[src/rtl/keypad_bcd_scanner_pkg.sv]
// ---------------------------------------------------------------------------
// keypad_pkg
// Shared types and helpers for the 4x4 keypad scanner:
//   - scan_state_t : scanner FSM states (SCAN, DEBOUNCE, HELD)
//   - key_code_t   : 4-bit key code (BCD digits 0-9, operation codes A-F)
//   - KEY_*        : named key code constants
//   - key_map      : (row, col) -> key code
//   - single_low   : true when exactly one active-low column bit is low
//   - low_index    : index of the single low column bit
// ---------------------------------------------------------------------------
package keypad_pkg;

  typedef enum logic [1:0] {
    SCAN     = 2'd0,
    DEBOUNCE = 2'd1,
    HELD     = 2'd2
  } scan_state_t;

  typedef logic [3:0] key_code_t;

  localparam key_code_t KEY_0    = 4'h0;
  localparam key_code_t KEY_1    = 4'h1;
  localparam key_code_t KEY_2    = 4'h2;
  localparam key_code_t KEY_3    = 4'h3;
  localparam key_code_t KEY_4    = 4'h4;
  localparam key_code_t KEY_5    = 4'h5;
  localparam key_code_t KEY_6    = 4'h6;
  localparam key_code_t KEY_7    = 4'h7;
  localparam key_code_t KEY_8    = 4'h8;
  localparam key_code_t KEY_9    = 4'h9;
  localparam key_code_t KEY_A    = 4'hA;
  localparam key_code_t KEY_B    = 4'hB;
  localparam key_code_t KEY_C    = 4'hC;
  localparam key_code_t KEY_D    = 4'hD;
  localparam key_code_t KEY_STAR = 4'hE;
  localparam key_code_t KEY_HASH = 4'hF;

  // Physical keypad layout: row index selects the driven row, col index the
  // column that reads low.
  function automatic key_code_t key_map(input logic [1:0] row, input logic [1:0] col);
    key_code_t code;
    case ({row, col})
      4'b00_00: code = KEY_1;
      4'b00_01: code = KEY_2;
      4'b00_10: code = KEY_3;
      4'b00_11: code = KEY_A;
      4'b01_00: code = KEY_4;
      4'b01_01: code = KEY_5;
      4'b01_10: code = KEY_6;
      4'b01_11: code = KEY_B;
      4'b10_00: code = KEY_7;
      4'b10_01: code = KEY_8;
      4'b10_10: code = KEY_9;
      4'b10_11: code = KEY_C;
      4'b11_00: code = KEY_STAR;
      4'b11_01: code = KEY_0;
      4'b11_10: code = KEY_HASH;
      4'b11_11: code = KEY_D;
      default:  code = KEY_0;
    endcase
    return code;
  endfunction

  // Two or more low columns in one row is a ghost / multi-press and is
  // deliberately rejected here.
  function automatic logic single_low(input logic [3:0] col);
    logic one;
    case (col)
      4'b1110: one = 1'b1;
      4'b1101: one = 1'b1;
      4'b1011: one = 1'b1;
      4'b0111: one = 1'b1;
      default: one = 1'b0;
    endcase
    return one;
  endfunction

  function automatic logic [1:0] low_index(input logic [3:0] col);
    logic [1:0] idx;
    case (col)
      4'b1110: idx = 2'd0;
      4'b1101: idx = 2'd1;
      4'b1011: idx = 2'd2;
      4'b0111: idx = 2'd3;
      default: idx = 2'd0;
    endcase
    return idx;
  endfunction

endpackage

[src/rtl/keypad_bcd_scanner_if.sv]
// ---------------------------------------------------------------------------
// keypad_bcd_scanner_if
// Key hand-over bus between the scanner (master) and the consumer (slave).
//   key_code  : buffered key code, valid while key_valid=1
//   key_valid : buffer holds an unconsumed key
//   key_ack   : consumer takes the key (only meaningful while key_valid=1)
//   overflow  : sticky, a confirmed key was dropped because buffer was full
//   key_held  : confirmed key is still physically pressed
// ---------------------------------------------------------------------------
interface keypad_bcd_scanner_if;
  import keypad_pkg::*;

  key_code_t key_code;
  logic      key_valid;
  logic      key_ack;
  logic      overflow;
  logic      key_held;

  modport master (
    output key_code,
    output key_valid,
    output overflow,
    output key_held,
    input  key_ack
  );

  modport slave (
    input  key_code,
    input  key_valid,
    input  overflow,
    input  key_held,
    output key_ack
  );

endinterface

[src/rtl/keypad_bcd_scanner_sync2.sv]
// ---------------------------------------------------------------------------
// sync2
// 4-bit two-flop synchronizer for the asynchronous column inputs.
//   clk : sampling clock
//   rst : synchronous active-high reset, both stages reset to all-ones
//         (idle level of the pulled-up active-low columns)
//   d   : asynchronous input
//   q   : synchronized output
// ---------------------------------------------------------------------------
module sync2 (
  input  logic       clk,
  input  logic       rst,
  input  logic [3:0] d,
  output logic [3:0] q
);

  logic [3:0] meta_r;

  // Two-stage capture of the column lines.
  always_ff @(posedge clk) begin
    if (rst) begin
      meta_r <= 4'hF;
      q      <= 4'hF;
    end else begin
      meta_r <= d;
      q      <= meta_r;
    end
  end

endmodule

[src/rtl/keypad_bcd_scanner.sv]
// ---------------------------------------------------------------------------
// keypad_bcd_scanner
// Scans a 4x4 active-low keypad matrix, debounces presses and releases,
// rejects ghost / multi-key patterns and hands confirmed key codes over a
// one-entry valid/ack buffer.
//   clk   : sole clock
//   rst   : synchronous active-high reset
//   row_n : active-low row drive, exactly one bit low
//   col_n : active-low column sense, asynchronous
//   kbus  : key hand-over bus (key_code, key_valid, key_ack, overflow,
//           key_held)
// Parameters:
//   SCAN_DIV       : cycles each row is driven (>= 4)
//   DEBOUNCE_SCANS : consecutive matching samples to confirm press/release
// ---------------------------------------------------------------------------
module keypad_bcd_scanner
  import keypad_pkg::*;
#(
  parameter int SCAN_DIV       = 4,
  parameter int DEBOUNCE_SCANS = 2
) (
  input  logic                   clk,
  input  logic                   rst,
  output logic [3:0]             row_n,
  input  logic [3:0]             col_n,
  keypad_bcd_scanner_if.master   kbus
);

  localparam int CNT_W = (SCAN_DIV > 1) ? $clog2(SCAN_DIV) : 1;
  localparam int DB_W  = $clog2(DEBOUNCE_SCANS + 1);
  localparam logic [CNT_W-1:0] CNT_LAST = CNT_W'(SCAN_DIV - 1);
  localparam logic [DB_W-1:0]  DB_LAST  = DB_W'(DEBOUNCE_SCANS - 1);

  logic [3:0]       col_s;

  scan_state_t      state_r;
  logic [CNT_W-1:0] dwell_r;
  logic [1:0]       row_idx_r;
  logic [3:0]       lat_col_r;
  logic [1:0]       lat_col_idx_r;
  logic [DB_W-1:0]  match_cnt_r;
  logic [DB_W-1:0]  rel_cnt_r;
  logic             key_held_r;

  key_code_t        key_code_r;
  logic             key_valid_r;
  logic             overflow_r;

  logic             sample_s;
  logic             match_s;
  logic             confirm_s;
  logic             take_s;
  logic [1:0]       next_row_s;
  key_code_t        pend_code_s;

  sync2 u_sync2 (
    .clk (clk),
    .rst (rst),
    .d   (col_n),
    .q   (col_s)
  );

  // Sample-point and hand-over decode shared by the FSM and the buffer.
  always_comb begin
    sample_s    = (dwell_r == CNT_LAST);
    match_s     = (col_s == lat_col_r);
    next_row_s  = row_idx_r + 2'd1;
    // row_idx_r stays frozen outside SCAN, so it is the latched row here.
    pend_code_s = key_map(row_idx_r, lat_col_idx_r);
    confirm_s   = (state_r == DEBOUNCE) && sample_s && match_s && (match_cnt_r == DB_LAST);
    take_s      = kbus.key_ack && key_valid_r;
  end

  // Scan / debounce / held FSM with dwell counter and row drive.
  always_ff @(posedge clk) begin
    if (rst) begin
      state_r       <= SCAN;
      dwell_r       <= {CNT_W{1'b0}};
      row_idx_r     <= 2'd0;
      row_n         <= 4'b1110;
      lat_col_r     <= 4'hF;
      lat_col_idx_r <= 2'd0;
      match_cnt_r   <= {DB_W{1'b0}};
      rel_cnt_r     <= {DB_W{1'b0}};
      key_held_r    <= 1'b0;
    end else begin
      // Dwell restarts at 0 after every sample point, so a row advance
      // always begins a fresh dwell.
      if (sample_s) begin
        dwell_r <= {CNT_W{1'b0}};
      end else begin
        dwell_r <= dwell_r + CNT_W'(1);
      end

      case (state_r)
        SCAN: begin
          if (sample_s) begin
            if (single_low(col_s)) begin
              lat_col_r     <= col_s;
              lat_col_idx_r <= low_index(col_s);
              match_cnt_r   <= {DB_W{1'b0}};
              state_r       <= DEBOUNCE;
            end else begin
              row_idx_r <= next_row_s;
              row_n     <= ~(4'b0001 << next_row_s);
            end
          end
        end

        DEBOUNCE: begin
          if (sample_s) begin
            if (!match_s) begin
              state_r   <= SCAN;
              row_idx_r <= next_row_s;
              row_n     <= ~(4'b0001 << next_row_s);
            end else if (match_cnt_r == DB_LAST) begin
              state_r    <= HELD;
              key_held_r <= 1'b1;
              rel_cnt_r  <= {DB_W{1'b0}};
            end else begin
              match_cnt_r <= match_cnt_r + DB_W'(1);
            end
          end
        end

        HELD: begin
          if (sample_s) begin
            if (col_s == 4'hF) begin
              if (rel_cnt_r == DB_LAST) begin
                state_r    <= SCAN;
                key_held_r <= 1'b0;
                rel_cnt_r  <= {DB_W{1'b0}};
                row_idx_r  <= next_row_s;
                row_n      <= ~(4'b0001 << next_row_s);
              end else begin
                rel_cnt_r <= rel_cnt_r + DB_W'(1);
              end
            end else begin
              // Any low bit means the key is still down; restart release count.
              rel_cnt_r <= {DB_W{1'b0}};
            end
          end
        end

        default: begin
          state_r    <= SCAN;
          key_held_r <= 1'b0;
          row_idx_r  <= 2'd0;
          row_n      <= 4'b1110;
        end
      endcase
    end
  end

  // One-entry hand-over buffer with sticky overflow.
  always_ff @(posedge clk) begin
    if (rst) begin
      key_code_r  <= KEY_0;
      key_valid_r <= 1'b0;
      overflow_r  <= 1'b0;
    end else begin
      if (confirm_s) begin
        if (!key_valid_r || kbus.key_ack) begin
          // An ack in the same cycle frees the slot for the new key.
          key_code_r  <= pend_code_s;
          key_valid_r <= 1'b1;
          if (take_s) begin
            overflow_r <= 1'b0;
          end else begin
            overflow_r <= overflow_r;
          end
        end else begin
          overflow_r <= 1'b1;
        end
      end else if (take_s) begin
        key_valid_r <= 1'b0;
        overflow_r  <= 1'b0;
      end else begin
        key_valid_r <= key_valid_r;
        overflow_r  <= overflow_r;
      end
    end
  end

  assign kbus.key_code  = key_code_r;
  assign kbus.key_valid = key_valid_r;
  assign kbus.overflow  = overflow_r;
  assign kbus.key_held  = key_held_r;

endmodule

[src/flat_wrapper.sv]
// flat-port wrapper written by rule: the top's interface ports become plain ports
module keypad_bcd_scanner_flat import keypad_pkg::*;
#(
  parameter int SCAN_DIV       = 4,
  parameter int DEBOUNCE_SCANS = 2
)
  (clk, rst, row_n, col_n, kbus_key_code, kbus_key_valid, kbus_overflow, kbus_key_held, kbus_key_ack);
  keypad_bcd_scanner_if kbus_i ();
  input  logic clk;
  input  logic rst;
  output logic [3:0] row_n;
  input  logic [3:0] col_n;
  output wire logic [$bits(kbus_i.key_code)-1:0] kbus_key_code;
  output wire logic [$bits(kbus_i.key_valid)-1:0] kbus_key_valid;
  output wire logic [$bits(kbus_i.overflow)-1:0] kbus_overflow;
  output wire logic [$bits(kbus_i.key_held)-1:0] kbus_key_held;
  input wire logic [$bits(kbus_i.key_ack)-1:0] kbus_key_ack;
  assign kbus_key_code = kbus_i.key_code;
  assign kbus_key_valid = kbus_i.key_valid;
  assign kbus_overflow = kbus_i.overflow;
  assign kbus_key_held = kbus_i.key_held;
  assign kbus_i.key_ack = kbus_key_ack;
  keypad_bcd_scanner #(.SCAN_DIV(SCAN_DIV), .DEBOUNCE_SCANS(DEBOUNCE_SCANS)) u_core (.clk(clk), .rst(rst), .row_n(row_n), .col_n(col_n), .kbus(kbus_i));
endmodule
[config.mk]
export PLATFORM = sky130hd
export DESIGN_NAME = keypad_bcd_scanner_flat
export DESIGN_NICKNAME = d
export VERILOG_FILES = /design/src/rtl/keypad_bcd_scanner_pkg.sv /design/src/rtl/keypad_bcd_scanner_if.sv /design/src/rtl/keypad_bcd_scanner_sync2.sv /design/src/rtl/keypad_bcd_scanner.sv /design/src/flat_wrapper.sv
export SDC_FILE = /design/constraint.sdc
export NUM_CORES = 1
export LEC_CHECK = 0
export BUFFER_PORTS_ARGS = -buffer_cell sky130_fd_sc_hd__buf_2
export CORE_UTILIZATION = 40
export DETAILED_ROUTE_END_ITERATION = 8
export PLACE_DENSITY = 0.68
export SYNTH_ARGS = -nofsm -noshare
export SYNTH_HDL_FRONTEND = slang
export SYNTH_SLANG_ARGS = --single-unit
export TNS_END_PERCENT = 10
[constraint.sdc]
create_clock -name clk -period 2.6 [get_ports clk]
set_clock_uncertainty 0.05 [all_clocks]
set_input_delay 0.13 -clock clk [delete_from_list [all_inputs] [get_ports clk]]
set_output_delay 0.13 -clock clk [all_outputs]
set_load 0.02 [all_outputs]
==> flow_summary.toml <==
[power_and_ir_drop]
power.switching_uw = 250
p_seq_share_pct = 49.2
leakage_uw = 0.000846
pwr-share-comb_pct = 7.6
switching_share_pct = 21.7
design_power_total_uw = 1150
power.internal_uw = 901
ir_worst_vdd_mv = 0.364
pwr-share-clk_pct = 43.2
power_density_nw_per_um2 = 598

[synthesis]
avgSynthCellArea_um2 = 9.00
synth_enable_flop_cells = 0
synth-async-reset-ratio_pct = 0
synth.yosys.warnings = 0
postSynth.topFlopCell = "sky130_fd_sc_hd__dfxtp_1"
synth_area_um2 = 1670
synth_nets = 203
synth_seq_area_share_pct = 42.1
synth_cells = 185
synth.ff_latch_count = 35
netlist-cell-type-count = 34

[clock_network]
post_cts_buffers = 0
cts.path.max_buffers = 2
holdBufCountCts = 4
cts_htree_levels = 2
cts.reportedPaths.clkPinSlew_ns = 0.07
tritoncts_num_sinks = 35
tritoncts.num_buffers = 5
tritoncts = "built"
cells_resized_by_post_cts_repair = 0
clock_latency_ns = 0.28
clock-root-buffer = "sky130_fd_sc_hd__clkbuf_8"

[floorplanning]
fp.dieH_um = 66.5
fp.dieW_um = 66.5
ios = 18
coreArea_um2 = 4000
fp-row-count = 23
dieArea_um2 = 4430
start_util_pct = 41.6

[setup_path]
setup_crit_start_kind = "flip-flop"
critPathKind = "flip-flop to flip-flop"
rrSetupSlack_ns = 0.71
endpoint_kind = "flip-flop"
crit_arrival_ns = 2.04
timing.critical_path.fanout_max = 14
required_ns = 2.76
cp_slowest_stage_delay_ns = 0.55
critPathSlowestCell = "sky130_fd_sc_hd__or4_1"
critical_path.cell_chain = "nand2_1, o22ai_2, nand3_2, or4_1, a21oi_1"

[layout]
num_antenna_cells = 0
utilization_pct = 48.1
layout_commonest_cell = "sky130_fd_sc_hd__dfxtp_1"
most-common-layout-cells = "35 x sky130_fd_sc_hd__dfxtp_1, 17 x sky130_fd_sc_hd__nor2_1, 17 x sky130_fd_sc_hd__buf_2, 16 x sky130_fd_sc_hd__nand2_1, 11 x sky130_fd_sc_hd__ha_1"
nNetsFinal = 220
layout-drive-gt1-share_pct = 19.2
design_area_um2 = 1920
flow.area_growth_from_synthesis_pct = 15.6

[global_routing]
grt_pass1_vias = 1159
grt_pass1_wl_um = 4910
antenna_found_initial = 0
gr_ovfl_total = 0
grt_util_all_layers_pct = 14.8
largest_net_degree_at_the_start_of_global_routing = 38

[routing]
number_of_vias_in_the_routed_layout = 1246
remaining_drc_errors = 0
drt_pre_antenna_iters = 4
wirelength_um = 2750
drt.antenna.violating_nets = 0
wl_per_cell_um = 10.9
routed_via_density = 4.92
dr.first_iter.drc_count = 105

[place]
dp_hpwl_um = 1820
dpl_worst_slack_ns = 0.727
detailed_place.area_um2 = 1770
buffer_ports.inserted = 17
gp_congestion = 0.756

[run_status]
outcome = "finished, final reports clean"

[flow_run]
max_cap_violations = 0

[sta]
hold_violations = 0
setup_tns_ns = 0
grt_setup_unrepaired = "false"
final.min_clock_period_ns = 1.89
slew_headroom_pct = 59.9
timing_max_transition_violations_final = 0
fin_crit_sh_pct = 72.5
finalSetupViolCount = 0
final.setup.worst_slack_ns = 0.715
timing_worst_slew_pin_value_ns = 0.602
max_freq_mhz = 530

[worst_hold_path]
hp-class = "input pin to flip-flop"
-- critical path, delay by kind of cell, from the launching register on --
| kind | cells | cell delay (ns) |
|---|---|---|
| DFF | 1 | 0.45 |
| and+or+nand+nor | 3 | 0.94 |
| AOI/OAI and AO/OA | 2 | 0.36 |
-- final cells by class --
type                            instances  area (µm²)
Clock buffer                            6        82.6
Clock inverter                          2        35.0
Fill cell                             390        2080
Inverter                               10        37.5
Multi-Input combinational cell        129         881
Sequential cell                        35         701
Tap cell                               50        62.6
Timing Repair Buffer                   21         125
-- synthesized netlist by cell type (2+ instances only) --
cell type | n | area share [%]
sky130_fd_sc_hd__o21ai_0 | 6 | 1.8
sky130_fd_sc_hd__xor2_1 | 4 | 2.1
sky130_fd_sc_hd__a211o_1 | 5 | 2.6
sky130_fd_sc_hd__xnor2_1 | 3 | 1.6
sky130_fd_sc_hd__nor2_1 | 17 | 3.8
sky130_fd_sc_hd__or2_2 | 9 | 3.4
sky130_fd_sc_hd__clkbuf_1 | 7 | 1.6
sky130_fd_sc_hd__a32oi_1 | 3 | 1.6
sky130_fd_sc_hd__inv_1 | 10 | 2.3
sky130_fd_sc_hd__mux2_2 | 3 | 2.0
sky130_fd_sc_hd__nand2_1 | 16 | 3.6
sky130_fd_sc_hd__nand3_1 | 2 | 0.60
sky130_fd_sc_hd__nand4_1 | 2 | 0.75
sky130_fd_sc_hd__buf_2 | 4 | 1.2
sky130_fd_sc_hd__o211ai_1 | 2 | 0.90
sky130_fd_sc_hd__nor3_1 | 3 | 0.90
sky130_fd_sc_hd__and3_1 | 4 | 1.5
sky130_fd_sc_hd__dfxtp_1 | 35 | 42
sky130_fd_sc_hd__a31oi_1 | 2 | 0.75
sky130_fd_sc_hd__nand2b_1 | 7 | 2.6
sky130_fd_sc_hd__a21oi_1 | 9 | 2.7
sky130_fd_sc_hd__ha_1 | 11 | 8.3
sky130_fd_sc_hd__mux2i_1 | 10 | 6.0
-- per-stage QoR --
stage | std cells | hold WS, ns
3_3_place_gp | 241 | 0.263
4_1_cts | 253 | 0.108
6_report | 253 | 0.110
5_1_grt | 253 | 0.129
2_1_floorplan | 185 | 0.184
3_5_place_dp | 241 | 0.266
-- metal layers --
layer | vias up | GRT usage (%) | routed length [µm]
met5 | - | 0 | 0
met4 | 0 | 5.32 | 8
met3 | 2 | 5.14 | 99
met2 | 19 | 23.2 | 1230
met1 | 560 | 18.7 | 1410
li1 | 665 | - | -
-- flip-flops by register name (all words and copies together) (netlist names) --
| name | count |
|---|---|
| u_core.row_idx_r | 2 |
| u_core.state_r | 2 |
| u_core.u_sync2.meta_r | 4 |
| u_core.dwell_r | 2 |
| u_core.rel_cnt_r | 2 |
| u_core.kbus.overflow | 1 |
| u_core.kbus.key_held | 1 |
| u_core.row_n | 4 |
| u_core.kbus.key_valid | 1 |
| u_core.lat_col_idx_r | 2 |
| u_core.u_sync2.q | 4 |
| u_core.match_cnt_r | 2 |
| u_core.lat_col_r | 4 |
| u_core.kbus.key_code | 4 |
-- power by group through the flow --
stage / clock (µW) / combinational, µW / sequential [µW]
global route: 543 / 101 / 568
finish: 497 / 87.0 / 566
CTS: 514 / 87.3 / 566
global placement: 0 / 82.1 / 578
detailed placement: 0 / 82.1 / 578
floorplan: 0 / 68.3 / 575
-- worst paths after layout --
path | from | to | cells after the start
worst max-delay path | u_core.u_sync2.q[1] | u_core.lat_col_idx_r[0] | 5
worst min-delay path | kbus_key_ack | u_core.kbus.overflow | 4
worst max register to register | u_core.u_sync2.q[1] | u_core.lat_col_idx_r[0] | 5
worst min register to register | u_core.u_sync2.meta_r[1] | u_core.u_sync2.q[1] | 1
-- kinds of logic after synthesis --
logic type	synth area share, %
adder cells (fa/ha/maj)	8.26
flip-flops	42.1
AND/OR/NAND/NOR	20.3
AO/OA/AOI/OAI	12.6
XOR/XNOR	3.68
buffers and inverters	5.03
multiplexers	8.04
(Power assumes the default switching activity.)
